`config.mk`:
```
export PLATFORM = sky130hd
export DESIGN_NAME = nand_sweep_ctrl_flat
export DESIGN_NICKNAME = d
export VERILOG_FILES = /design/src/rtl/nand_sweep_ctrl_if.sv /design/src/rtl/nand_sweep_ctrl.sv /design/src/flat_wrapper.sv
export SDC_FILE = /design/constraint.sdc
export NUM_CORES = 1
export LEC_CHECK = 0
export ABC_AREA = 1
export BUFFER_PORTS_ARGS = -buffer_cell sky130_fd_sc_hd__buf_2
export CAP_MARGIN = 20
export CORE_MARGIN = 8
export CORE_UTILIZATION = 53
export CTS_CLUSTER_SIZE = 20
export DETAILED_ROUTE_END_ITERATION = 7
export MAX_ROUTING_LAYER = met4
export PLACE_DENSITY = 0.77
export SLEW_MARGIN = 10
export SYNTH_ARGS = -nofsm -noshare
export SYNTH_HDL_FRONTEND = slang
export SYNTH_SLANG_ARGS = --single-unit
```
`constraint.sdc`:
```
create_clock -name clk -period 1.6 [get_ports clk]
set_clock_uncertainty 0.05 [all_clocks]
set_input_delay 0.08 -clock clk [delete_from_list [all_inputs] [get_ports clk]]
set_output_delay 0.08 -clock clk [all_outputs]
set_load 0.01 [all_outputs]
```
`src/rtl/nand_sweep_ctrl_if.sv`:
```
// Bus between the truth-table sweep controller and the gate under test.
// master = sweep controller, slave = gate/environment side.
// Optional failure-capture signals exist only with NAND_SWEEP_FAILCAP_EN.
interface nand_sweep_ctrl_if #(
  parameter int N_IN = 2
);
  logic            start;
  logic            abort;
  logic [N_IN-1:0] vec_out;
  logic            dut_and;
  logic            dut_nand;
  logic            busy;
  logic            done;
  logic            pass;
  logic [N_IN:0]   err_count;
  logic            mismatch;
`ifdef NAND_SWEEP_FAILCAP_EN
  logic [N_IN-1:0] fail_vec;
  logic            fail_and;
  logic            fail_nand;
  logic            fail_valid;
`endif

  modport master (
    input  start, abort, dut_and, dut_nand,
    output vec_out, busy, done, pass, err_count, mismatch
`ifdef NAND_SWEEP_FAILCAP_EN
    , output fail_vec, fail_and, fail_nand, fail_valid
`endif
  );

  modport slave (
    output start, abort, dut_and, dut_nand,
    input  vec_out, busy, done, pass, err_count, mismatch
`ifdef NAND_SWEEP_FAILCAP_EN
    , input fail_vec, fail_and, fail_nand, fail_valid
`endif
  );
endinterface

```
`src/rtl/nand_sweep_ctrl.sv`:
```
// Truth-table sweep sequencer for the demorganNand gate.
// Steps every input vector, holds it SETTLE_CYCLES cycles, then checks
// AandB / AnandB against the expected values and counts failing vectors.
// Optional macro NAND_SWEEP_FAILCAP_EN adds capture of the first failing vector.
module nand_sweep_ctrl #(
  parameter int N_IN          = 2,
  parameter int SETTLE_CYCLES = 1   // 1..15
) (
  input logic               clk,
  input logic               reset,
  nand_sweep_ctrl_if.master bus
);
  typedef enum logic [1:0] {IDLE = 2'd0, SETTLE = 2'd1, CHECK = 2'd2, DONE = 2'd3} state_e;

  localparam logic [3:0] CNT_LOAD = 4'(SETTLE_CYCLES - 1);

  state_e          state_q, state_d;
  logic [N_IN-1:0] vec_q, vec_d;
  logic [N_IN:0]   err_q, err_d;
  logic [3:0]      cnt_q, cnt_d;
  logic            mism_q, mism_d;
  logic            vec_fail, last_vec, accept;

  // Next state: abort overrides everything; start only honoured when idle/done
  always_comb begin
    // X/Z on the gate outputs must count as a failure, hence case inequality
    vec_fail = (bus.dut_and !== (&vec_q)) || (bus.dut_nand !== (~&vec_q));
    last_vec = &vec_q;
    accept   = 1'b0;
    state_d  = state_q;
    vec_d    = vec_q;
    err_d    = err_q;
    cnt_d    = cnt_q;
    mism_d   = 1'b0;
    if (bus.abort) begin
      state_d = IDLE;
      vec_d   = '0;
      cnt_d   = '0;
    end else begin
      case (state_q)
        IDLE, DONE: begin
          if (bus.start) begin
            accept  = 1'b1;
            state_d = SETTLE;
            vec_d   = '0;
            err_d   = '0;
            cnt_d   = CNT_LOAD;
          end
        end
        SETTLE: begin
          if (cnt_q == '0) state_d = CHECK;
          else             cnt_d   = cnt_q - 4'd1;
        end
        CHECK: begin
          if (vec_fail) begin
            err_d  = err_q + 1'b1;
            mism_d = 1'b1;
          end
          if (last_vec) begin
            state_d = DONE;
          end else begin
            vec_d   = vec_q + 1'b1;
            cnt_d   = CNT_LOAD;
            state_d = SETTLE;
          end
        end
        default: state_d = IDLE;
      endcase
    end
  end

  // Sweep state registers
  always_ff @(posedge clk or posedge reset) begin
    if (reset) begin
      state_q <= IDLE;
      vec_q   <= '0;
      err_q   <= '0;
      cnt_q   <= '0;
      mism_q  <= 1'b0;
    end else begin
      state_q <= state_d;
      vec_q   <= vec_d;
      err_q   <= err_d;
      cnt_q   <= cnt_d;
      mism_q  <= mism_d;
    end
  end

  // Status outputs are pure decodes of registered state
  assign bus.vec_out   = vec_q;
  assign bus.err_count = err_q;
  assign bus.mismatch  = mism_q;
  assign bus.busy      = (state_q == SETTLE) || (state_q == CHECK);
  assign bus.done      = (state_q == DONE);
  assign bus.pass      = (state_q == DONE) && (err_q == '0);

`ifdef NAND_SWEEP_FAILCAP_EN
  logic [N_IN-1:0] fvec_q, fvec_d;
  logic            fand_q, fand_d, fnand_q, fnand_d, fvld_q, fvld_d;

  // First-failure capture: cleared by an accepted start, kept across abort
  always_comb begin
    fvec_d  = fvec_q;
    fand_d  = fand_q;
    fnand_d = fnand_q;
    fvld_d  = fvld_q;
    if (accept) begin
      fvec_d  = '0;
      fand_d  = 1'b0;
      fnand_d = 1'b0;
      fvld_d  = 1'b0;
    end else if (!bus.abort && state_q == CHECK && vec_fail && !fvld_q) begin
      fvec_d  = vec_q;
      fand_d  = bus.dut_and;
      fnand_d = bus.dut_nand;
      fvld_d  = 1'b1;
    end
  end

  // Capture registers
  always_ff @(posedge clk or posedge reset) begin
    if (reset) begin
      fvec_q  <= '0;
      fand_q  <= 1'b0;
      fnand_q <= 1'b0;
      fvld_q  <= 1'b0;
    end else begin
      fvec_q  <= fvec_d;
      fand_q  <= fand_d;
      fnand_q <= fnand_d;
      fvld_q  <= fvld_d;
    end
  end

  assign bus.fail_vec   = fvec_q;
  assign bus.fail_and   = fand_q;
  assign bus.fail_nand  = fnand_q;
  assign bus.fail_valid = fvld_q;
`endif
endmodule

```
`src/flat_wrapper.sv`:
```
// flat-port wrapper written by rule: the top's interface ports become plain ports
module nand_sweep_ctrl_flat 
#(
  parameter int N_IN          = 2,
  parameter int SETTLE_CYCLES = 1           
)
  (clk, reset, bus_start, bus_abort, bus_dut_and, bus_dut_nand, bus_vec_out, bus_busy, bus_done, bus_pass, bus_err_count, bus_mismatch);
  nand_sweep_ctrl_if #(.N_IN(N_IN)) bus_i ();
  input logic clk;
  input logic reset;
  input wire logic [$bits(bus_i.start)-1:0] bus_start;
  input wire logic [$bits(bus_i.abort)-1:0] bus_abort;
  input wire logic [$bits(bus_i.dut_and)-1:0] bus_dut_and;
  input wire logic [$bits(bus_i.dut_nand)-1:0] bus_dut_nand;
  output wire logic [$bits(bus_i.vec_out)-1:0] bus_vec_out;
  output wire logic [$bits(bus_i.busy)-1:0] bus_busy;
  output wire logic [$bits(bus_i.done)-1:0] bus_done;
  output wire logic [$bits(bus_i.pass)-1:0] bus_pass;
  output wire logic [$bits(bus_i.err_count)-1:0] bus_err_count;
  output wire logic [$bits(bus_i.mismatch)-1:0] bus_mismatch;
  assign bus_i.start = bus_start;
  assign bus_i.abort = bus_abort;
  assign bus_i.dut_and = bus_dut_and;
  assign bus_i.dut_nand = bus_dut_nand;
  assign bus_vec_out = bus_i.vec_out;
  assign bus_busy = bus_i.busy;
  assign bus_done = bus_i.done;
  assign bus_pass = bus_i.pass;
  assign bus_err_count = bus_i.err_count;
  assign bus_mismatch = bus_i.mismatch;
  nand_sweep_ctrl #(.N_IN(N_IN), .SETTLE_CYCLES(SETTLE_CYCLES)) u_core (.clk(clk), .reset(reset), .bus(bus_i));
endmodule
```
# Word-level counts from Yosys, hierarchy flattened

Cells that the tools add are included.

Register bits after elaboration: 12
Input bits: 6
Output and inout bits: 9
Logic and storage cells: 55

Add/subtract/negate cells: 3
Eq/ne operators: 11
Multiplexer cells: 20
Bitwise gates (word level): 1
Reduce and logical (&&, ||, !) cells: 15

Operators by type and width:

| kind                                                   | count |
|---|---|
| two-way mux 4 bit                                      | 4 |
| two-way mux 2 bit                                      | 7 |
| one-hot mux 4 bit (3 select lines)                     | 1 |
| inequality test 3 bit (second input constant)          | 3 |
| two-way mux 3 bit                                      | 2 |
| one-hot mux 2 bit (3 select lines)                     | 1 |
| one-hot mux 3 bit (2 select lines)                     | 1 |
| AND reduction 3 bit                                    | 2 |
| == test 2 bit (second input constant)                  | 2 |
| zero test 4 bit                                        | 1 |
| one-hot mux 2 bit (2 select lines)                     | 1 |
| AND reduction 2 bit                                    | 2 |
| AND reduction 4 bit                                    | 1 |
| subtractor 4 x 1 -> 4 bit (second input constant)      | 1 |
| adder 3 x 1 -> 3 bit (second input constant)           | 1 |
| zero test 3 bit                                        | 1 |
| two-way mux 1 bit                                      | 3 |
| inequality test 3 x 2 -> 1 bit (second input constant) | 1 |
| nonzero test 3 bit                                     | 1 |
| adder 2 x 1 -> 2 bit (second input constant)           | 1 |
| == test 2 x 1 -> 1 bit (second input constant)         | 1 |
| zero test 2 bit                                        | 1 |
| logical OR 1 bit                                       | 2 |
| inequality test 2 x 1 -> 1 bit (second input constant) | 1 |
| 7 further kinds                                        | 8 |

# Logic depth before layout (Yosys ltp)

Gate-level depths: netlist of run 1.

Depth in word-level cells: 7
Mapped depth: 11
Mapped depth without buffers: 11

# Least setup slack after synthesis of run 1

No wires, ideal clock.

Kind: register to register
Start point: register u_core.state_q[0]
End point: register u_core.err_q[2], in the netlist u_core.bus.err_count[2]
Library setup time: 126 ps
Data arrival time: 1230 ps
Required time: 1424 ps
Setup slack: 194 ps
Cell stages (with the launch flop): 9
Buffers on the path: 0
Period minus slack after synthesis: 1406 ps
Cells stage by stage: dfrtp_1 > inv_1 > ha_1 > nor2_1 > nand2_1 > nand2_1 > nand2_1 > nand2_1 > o21ai_0

Word-level cells in the longest chain between the ends: 4
Elaborated cells on any way between the ends: 9
Those cells by class: eq/ne: 4; mux: 1; reduce/logical: 4

Ends and longest elaborated chain:

| item                                                                                | RTL line              | RTL |
|---|---|---|
| start: declaration                                                                  | nand_sweep_ctrl.sv:17 | `state_e state_q, state_d;` |
| start signal: assignment                                                            | nand_sweep_ctrl.sv:81 | `state_q <= state_d;` |
| == test 2 bit / zero test 2 bit (equally long branches)                             | nand_sweep_ctrl.sv:40 | `case (state_q)` |
| OR reduction 2 bit                                                                  | nand_sweep_ctrl.sv:40 |  |
| inequality test 2 bit (no source line) / nonzero test 2 bit (equally long branches) | n/a                   |  |
| AND reduction 4 bit (no source line)                                                | n/a                   |  |
| end signal: assignment                                                              | nand_sweep_ctrl.sv:83 | `err_q <= err_d;` |
| end: declaration                                                                    | nand_sweep_ctrl.sv:19 | `logic [N_IN:0] err_q, err_d;` |

Parallel ways exist; a longest one is shown, timed or not.
A chain may end at the register's enable or synchronous reset.

# Worst setup path in the final report of run 1

Start point: register u_core.state_q[1]
End point: register u_core.err_q[1], in the netlist u_core.bus.err_count[1]

Same word-level chain as after synthesis.

==> results of run 1 <==
-- layout make-up --
type,count,area [µm²],share of cell area
flip-flops and latches,12,300,0.313
repair buffers,16,87.6,0.0913
clock buffers,4,36.3,0.0378
inverters,18,67.6,0.0704
multi-input cells,81,448,0.467
well taps,16,20.0,0.0209
-- cells in the mapped netlist (all sizes together) --
library cell / instances
nor2: 9
ha: 10
xor2: 1
dfrtp: 12
nand3: 5
nand4: 1
o21bai: 1
or2: 2
a21boi: 1
nand2: 42
inv: 18
o21ai: 9
-- worst register-to-register path, delay by kind of cell (launching register included) --
family / cells / cell delay, ns
flops: 1 / 0.43
fa+ha+maj: 1 / 0.34
compound gates: 1 / 0.06
simple gates: 5 / 0.47
-- registers in the layout (all words and copies together), names as in the netlist --
| name | cells |
|---|---|
| u_core.cnt_q | 4 |
| u_core.bus.err_count | 3 |
| u_core.bus.vec_out | 2 |
| u_core.bus.mismatch | 1 |
| u_core.state_q | 2 |
-- path summary, 6_finish.rpt --
path                                    from  cells after the start  slack [ns]                 endpoint
setup / recovery           u_core.state_q[1]                      7        0.13  u_core.bus.err_count[1]
min in group asynchronous              reset                      3        0.31    u_core.bus.vec_out[1]
max in group asynchronous              reset                      3        0.88          u_core.cnt_q[3]
hold / removal                   bus_dut_and                      3        0.04      u_core.bus.mismatch
hold reg to reg              u_core.cnt_q[0]                      2        0.44          u_core.cnt_q[0]
setup reg to reg           u_core.state_q[1]                      7        0.13  u_core.bus.err_count[1]
-- power groups by stage --
| stage | registers [W] | clock network, W | logic (W) |
|---|---|---|---|
| 6_report | 0.000429 | 0.000242 | 0.000616 |
| 5_1_grt | 0.000438 | 0.000263 | 0.000718 |
| 4_1_cts | 0.000429 | 0.000250 | 0.000624 |
| 3_5_place_dp | 0.000435 | 0 | 0.000614 |
| 3_3_place_gp | 0.000433 | 0 | 0.000601 |
| 2_1_floorplan | 0.000439 | 0 | 0.000450 |
-- per-stage QoR --
stage	worst slack, ns	cell area, µm²	std cells	util	total power [W]
finish	0.125	960	147	0.652	0.00129
global placement	0.165	913	142	0.621	0.00103
detailed placement	0.128	913	142	0.621	0.00105
floorplan	0.194	816	111	-	0.000889
CTS	0.114	960	147	0.652	0.00130
global route	0.0176	960	147	0.652	0.00142
-- kinds of logic after synthesis --
logic type                 Yosys count
AOI/OAI and AO/OA                   11
and+or+nand+nor                     59
xor gates and xnor gates             1
DFF                                 12
adders and majority gates           10
buffers and inverters               18
-- what timing repair did --
action	in CTS	in global routing
hold buffers	1	0
resized for setup	0	1
endpoints found under the setup margin	0	1
hold endpoints to repair	12	0
-- metal layers --
metal	GRT usage	vias up
met5	-	-
met2	0.197	14
li1	-	382
met1	0.117	318
met4	0.0458	0
met3	0.0342	2
==> results.md, run 1 <==
- Status: finished, final reports clean
- Syn avg cell area: 7.35 µm²
- Die width: 55.2 µm
- Root Buffer Master: clkbuf_4
- Mapped Area: 816 µm²
- Tot GR Track Use: 0.114
- Crit-path slowest cell: dfrtp_1
- Simple-Gate Fraction of Synth Area: 0.307
- First-pass GRT wire length: 2940 µm
- Area contributors post-synth: dfrtp_1, nand2_1, ha_1, inv_1, nor2_1
- Vias per cell: 4.87
- Post-synthesis adder-cell area fraction: 0.153
- Peak Freq: 0.678 GHz
- Placer Congestion: 0.849
- # rows: 14
- Crit Path Category: flip-flop to flip-flop
- Largest family of logic cells by synthesized area: simple AND/OR/NAND/NOR gates
- Nets: 148
- Clock power frac: 0.188
- Worst hold slack: 0.0367 ns
- Num CTS Buffers: 3
- Final worst path period share: 0.922
- Worst Setup End Kind: flip-flop
- Post-CTS setup buffers: 0
- Sw frac: 0.422
- Via count: 716
- Syn. warnings: 0
- Detail Route met2 WL: 757 µm
- Sequential cell area fraction in the yosys report: 0.368
- Slew headroom: 0.690
- CP Cell Sequence: ha_1, nor2_1, nand2_1, nand2_1, nand2_1, nand2_1, o21ai_1
- Seq pwr share: 0.334
- Final ANT Viol Nets: 0
- Required time worst endpoint: 1.71 ns
- Die height: 55.2 µm
- Antenna violations before repair: 0
- Max H-tree Level: 1
- Routed WL: 1580 µm
- Most frequent cells in the layout: nand2_1, inv_1, buf_2, dfrtp_1, ha_1
- Sum Neg Setup Slack: 0 ns
- Leak: 0.539 nW
- Worst path buffer plus inverter count: 0
- Area Overhead vs Synth: 17.6%
- Min cycle time layout: 1.47 ns
- Remaining DRCs: 0
- Post-synthesis cell count: 111
- Arr. time, crit path: 1.59 ns
- # clock sinks: 12
- CTS max path bufs: 2
- Final slew viol count: 0
- Post-Synth XOR/XNOR Area: 0.0107
- Syn Nets: 127
- Most frequent CP cell: nand2_1
- Filler cells: 137
- Netlist cell types: 18
- Clock Pin Slew Worst Setup and Hold Paths: 0.08 ns
- Die area: 0.00305 mm²
- Initial Utilization: 0.554
- CTS tree: yes
- Final setup fails: 0
- Part of the power in combinational logic: 0.478
- Dpl hpwl: 1270 µm
- Pwr/cell area: 1340 mW/mm²
- Switch Pwr: 0.000543 W
- Share of the synthesized area in the top cell type: 0.368
- Pin count of the biggest net entering global routing: 13
- # diodes: 0
- Clock latency on the worst-skew pair: 0.27 ns
- Io pins: 15
- Top Layer Used: met4
- Commonest non-fill, non-tap cell in the layout: nand2_1
- Mux contribution to synthesized area: 0
- Pint: 0.000744 W
- DR WL met3: 95 µm
- Core area: 0.00147 mm²
- Layout cell share with drive strength beyond 1: 0.214
- M1 wire length: 703 µm
- Vias in the first global route: 749
- Leading area contributor after synthesis: dfrtp_1
- Drt pass-1 iters: 4
- Synth Register Bits: 12
- Grt total ovfl: 0
- Synth Area in Compound Gates: 0.0782
- Slew of the pin with the lowest slew margin: 0.465 ns
- CP Launch Type: flip-flop
- Port Buffers: 14
- Drt wl/cell: 10.7 µm
- CP peak stage delay: 0.43 ns
- HP Class: input pin to flip-flop
- DRT iter0 DRCs: 13
- Crit path max-delay family: simple AND/OR/NAND/NOR gates
- RSZ-0062 raised after global routing: no
- Final Hold Vio Count: 0
- Max Cap Viol: 0
- Worst VDD drop: 0.954 mV
- Crit path max fanout: 6
Power figures use the tool's default switching activity.
==> inputs of run 2 (changes only) <==
--- a/config.mk
+++ b/config.mk
@@ -13,7 +13,7 @@
 export CTS_CLUSTER_SIZE = 20
 export DETAILED_ROUTE_END_ITERATION = 7
 export MAX_ROUTING_LAYER = met4
-export PLACE_DENSITY = 0.77
+export PLACE_DENSITY = 0.86
 export SLEW_MARGIN = 10
 export SYNTH_ARGS = -nofsm -noshare
 export SYNTH_HDL_FRONTEND = slang
==> run 2 against run 1 <==
  * Clock power about the same
  * Hold slack improved by 0.012 ns
  * Total power increased by 4.7%
  * Highest routed layer unchanged
==> results.md, run 2 (synthesized netlist as in run 1, its figures left out) <==
- Pwr/cell area: 1380 mW/mm² (+3.0%)
- Vias in the first global route: 691 (-7.7%)
- # diodes: 0 (unchanged)
- Tot GR Track Use: 0.112 (-0.00228)
- Arr. time, crit path: 1.65 ns (+0.06 ns)
- # clock sinks: 12 (unchanged)
- Drt pass-1 iters: 4 (unchanged)
- CTS tree: yes
- Max Cap Viol: 0 (unchanged)
- Crit path max fanout: 3 (-3)
- Required time worst endpoint: 1.73 ns (+0.02 ns)
- Vias per cell: 5.08 (+4.3%)
- Final setup fails: 0 (unchanged)
- Commonest non-fill, non-tap cell in the layout: nand2_1
- Via count: 752 (+5.0%)
- Min cycle time layout: 1.52 ns (+0.0437 ns)
- Dpl hpwl: 1290 µm (+1.9%)
- Status: finished, final reports clean
- Reg2reg setup slack: 0.08 ns (-0.04 ns)
- Slew of the pin with the lowest slew margin: 0.475 ns (+0.0106 ns)
- Switch Pwr: 0.000581 W (+7.1%)
- HP Class: input pin to flip-flop
- DRT iter0 DRCs: 9 (-4)
- Crit Path Category: flip-flop to flip-flop
- Grt total ovfl: 0 (unchanged)
- Final Hold Vio Count: 0 (unchanged)
- Worst VDD drop: 0.737 mV (-23%)
- Layout cell share with drive strength beyond 1: 0.242 (+0.0287)
- Tot Pwr: 0.00135 W (+4.7%)
- Routed WL: 1710 µm (+8.6%)
- Clock Pin Slew Worst Setup and Hold Paths: 0.08 ns (about the same)
- Part of the power in combinational logic: 0.493 (+0.015)
- Sum Neg Setup Slack: 0 ns (unchanged)
- Area Overhead vs Synth: 19.5%
- Worst Setup End Kind: flip-flop
- Max FFs per register: 4 (unchanged)
- Root Buffer Master: clkbuf_4
- Initial Utilization: 0.554 (unchanged)
- CP Launch Type: flip-flop
- Clock power frac: 0.182 (-0.006)
- RSZ-0062 raised after global routing: yes
- Die width: 55.2 µm (unchanged)
- # rows: 14 (unchanged)
- Final slew viol count: 0 (unchanged)
- Pin count of the biggest net entering global routing: 13 (unchanged)
- Worst r2r src: u_core.state_q[0]
- Pint: 0.000766 W (+2.9%)
- CTS max path bufs: 2 (unchanged)
- Origin of the worst min-delay path: bus_dut_and
- Seq pwr share: 0.325 (-0.009)
- Num CTS Buffers: 3 (unchanged)
- Antenna violations before repair: 0 (unchanged)
- Peak Freq: 0.659 GHz (-2.9%)
- Sw frac: 0.432 (+0.00984)
- Drt wl/cell: 11.6 µm (+7.8%)
- First-pass GRT wire length: 2880 µm (-2.1%)
- Clock latency on the worst-skew pair: 0.27 ns (about the same)
- Worst reg2reg endpoint: u_core.state_q[0]
- Io pins: 15 (unchanged)
- Max H-tree Level: 1 (unchanged)
- Final ANT Viol Nets: 0 (unchanged)
- Port Buffers: 14 (unchanged)
- Placer Congestion: 0.832 (-2.0%)
- Reg with most FFs: u_core.cnt_q
- Remaining DRCs: 0 (unchanged)
- Nets: 149 (+0.68%)
- Leak: 0.544 nW (+0.88%)
- Hold endpoint: u_core.bus.mismatch
- Filler cells: 137 (unchanged)
- Hold Crit Depth: 3 (unchanged)
- Worst reg2reg path depth: 5 (-2)
- Most frequent cells in the layout: nand2_1, inv_1, buf_2, dfrtp_1, ha_1
- Core area: 0.00147 mm² (unchanged)
- Final worst path period share: 0.949 (+0.0273)
- Die height: 55.2 µm (unchanged)
- Die area: 0.00305 mm² (unchanged)
- Slew headroom: 0.683 (-0.00709)
## run 2: cell types whose count changed in the layout (fill, tap and decap cells not counted)
| cell | change |
|---|---|
| o21ai_1 | -1 |
| nor2_2 | +3 |
| nor2_1 | -3 |
| o21ai_0 | +1 |
| buf_4 | +1 |
## run 2: critical path: stages (launching register included)
cell and delay [ns]:
dfrtp_1 0.41, buf_4 0.15, buf_4 0.13, ha_1 0.18, or2_2 0.29, o21ai_0 0.21
## run 2: metal layers
metal | track usage | share of wire | vias to the layer above
met4 | 0.0563 | 0.020 | 0
met2 | 0.176 | 0.47 | 23
met3 | 0.0320 | 0.054 | 6
li1 | - | - | 379
met5 | - | 0 | -
met1 | 0.125 | 0.45 | 344
## run 2: worst max-delay path by stage
stage,startpoint,end,slack [ns],depth (start not counted)
global placement,u_core.state_q[0],u_core.bus.err_count[2],0.14,8
detailed placement,u_core.state_q[0],u_core.bus.err_count[0],0.03,8
CTS,u_core.state_q[0],u_core.bus.err_count[0],0.02,8
global route,u_core.state_q[0],u_core.bus.err_count[0],-0.02,8
finish,u_core.state_q[0],u_core.state_q[0],0.08,5
floorplan,u_core.state_q[0],u_core.bus.err_count[2],0.19,8
## run 2: power by group through the flow
stage                     logic [W]  registers (W)  clock network [W]
after floorplan            0.000450       0.000439                  0
after global placement     0.000565       0.000444                  0
after detailed placement   0.000595       0.000448                  0
after CTS                  0.000602       0.000442           0.000246
after global routing       0.000748       0.000445           0.000263
final                      0.000664       0.000437           0.000245
## run 2: final cells by class
class	instances	area, µm²	share of cell area
Timing Repair Buffer	17	95.1	0.0976
Inverter	18	67.6	0.0693
Tap cell	16	20.0	0.0205
Clock buffer	4	36.3	0.0372
Multi-Input combinational cell	81	455	0.467
Sequential cell	12	300	0.308
## run 2: what timing repair did
item	4_1_cts	5_1_grt
endpoints found under the hold margin	12	0
buffers inserted	0	2
hold buffers	1	0
setup endpoints to repair	0	6
resized for setup	0	3
## run 2: stage by stage
step / instances / util / hold slack, ns / worst slack, ns / instance area (µm²)
6_report: 148 / 0.662 / 0.0482 / 0.0816 / 975
3_5_place_dp: 141 / 0.616 / 0.0604 / 0.0316 / 906
4_1_cts: 146 / 0.647 / 0.0453 / 0.0159 / 952
5_1_grt: 148 / 0.662 / 0.0699 / -0.0239 / 975
3_3_place_gp: 141 / 0.616 / 0.0570 / 0.137 / 906
2_1_floorplan: 111 / - / -0.105 / 0.194 / 816
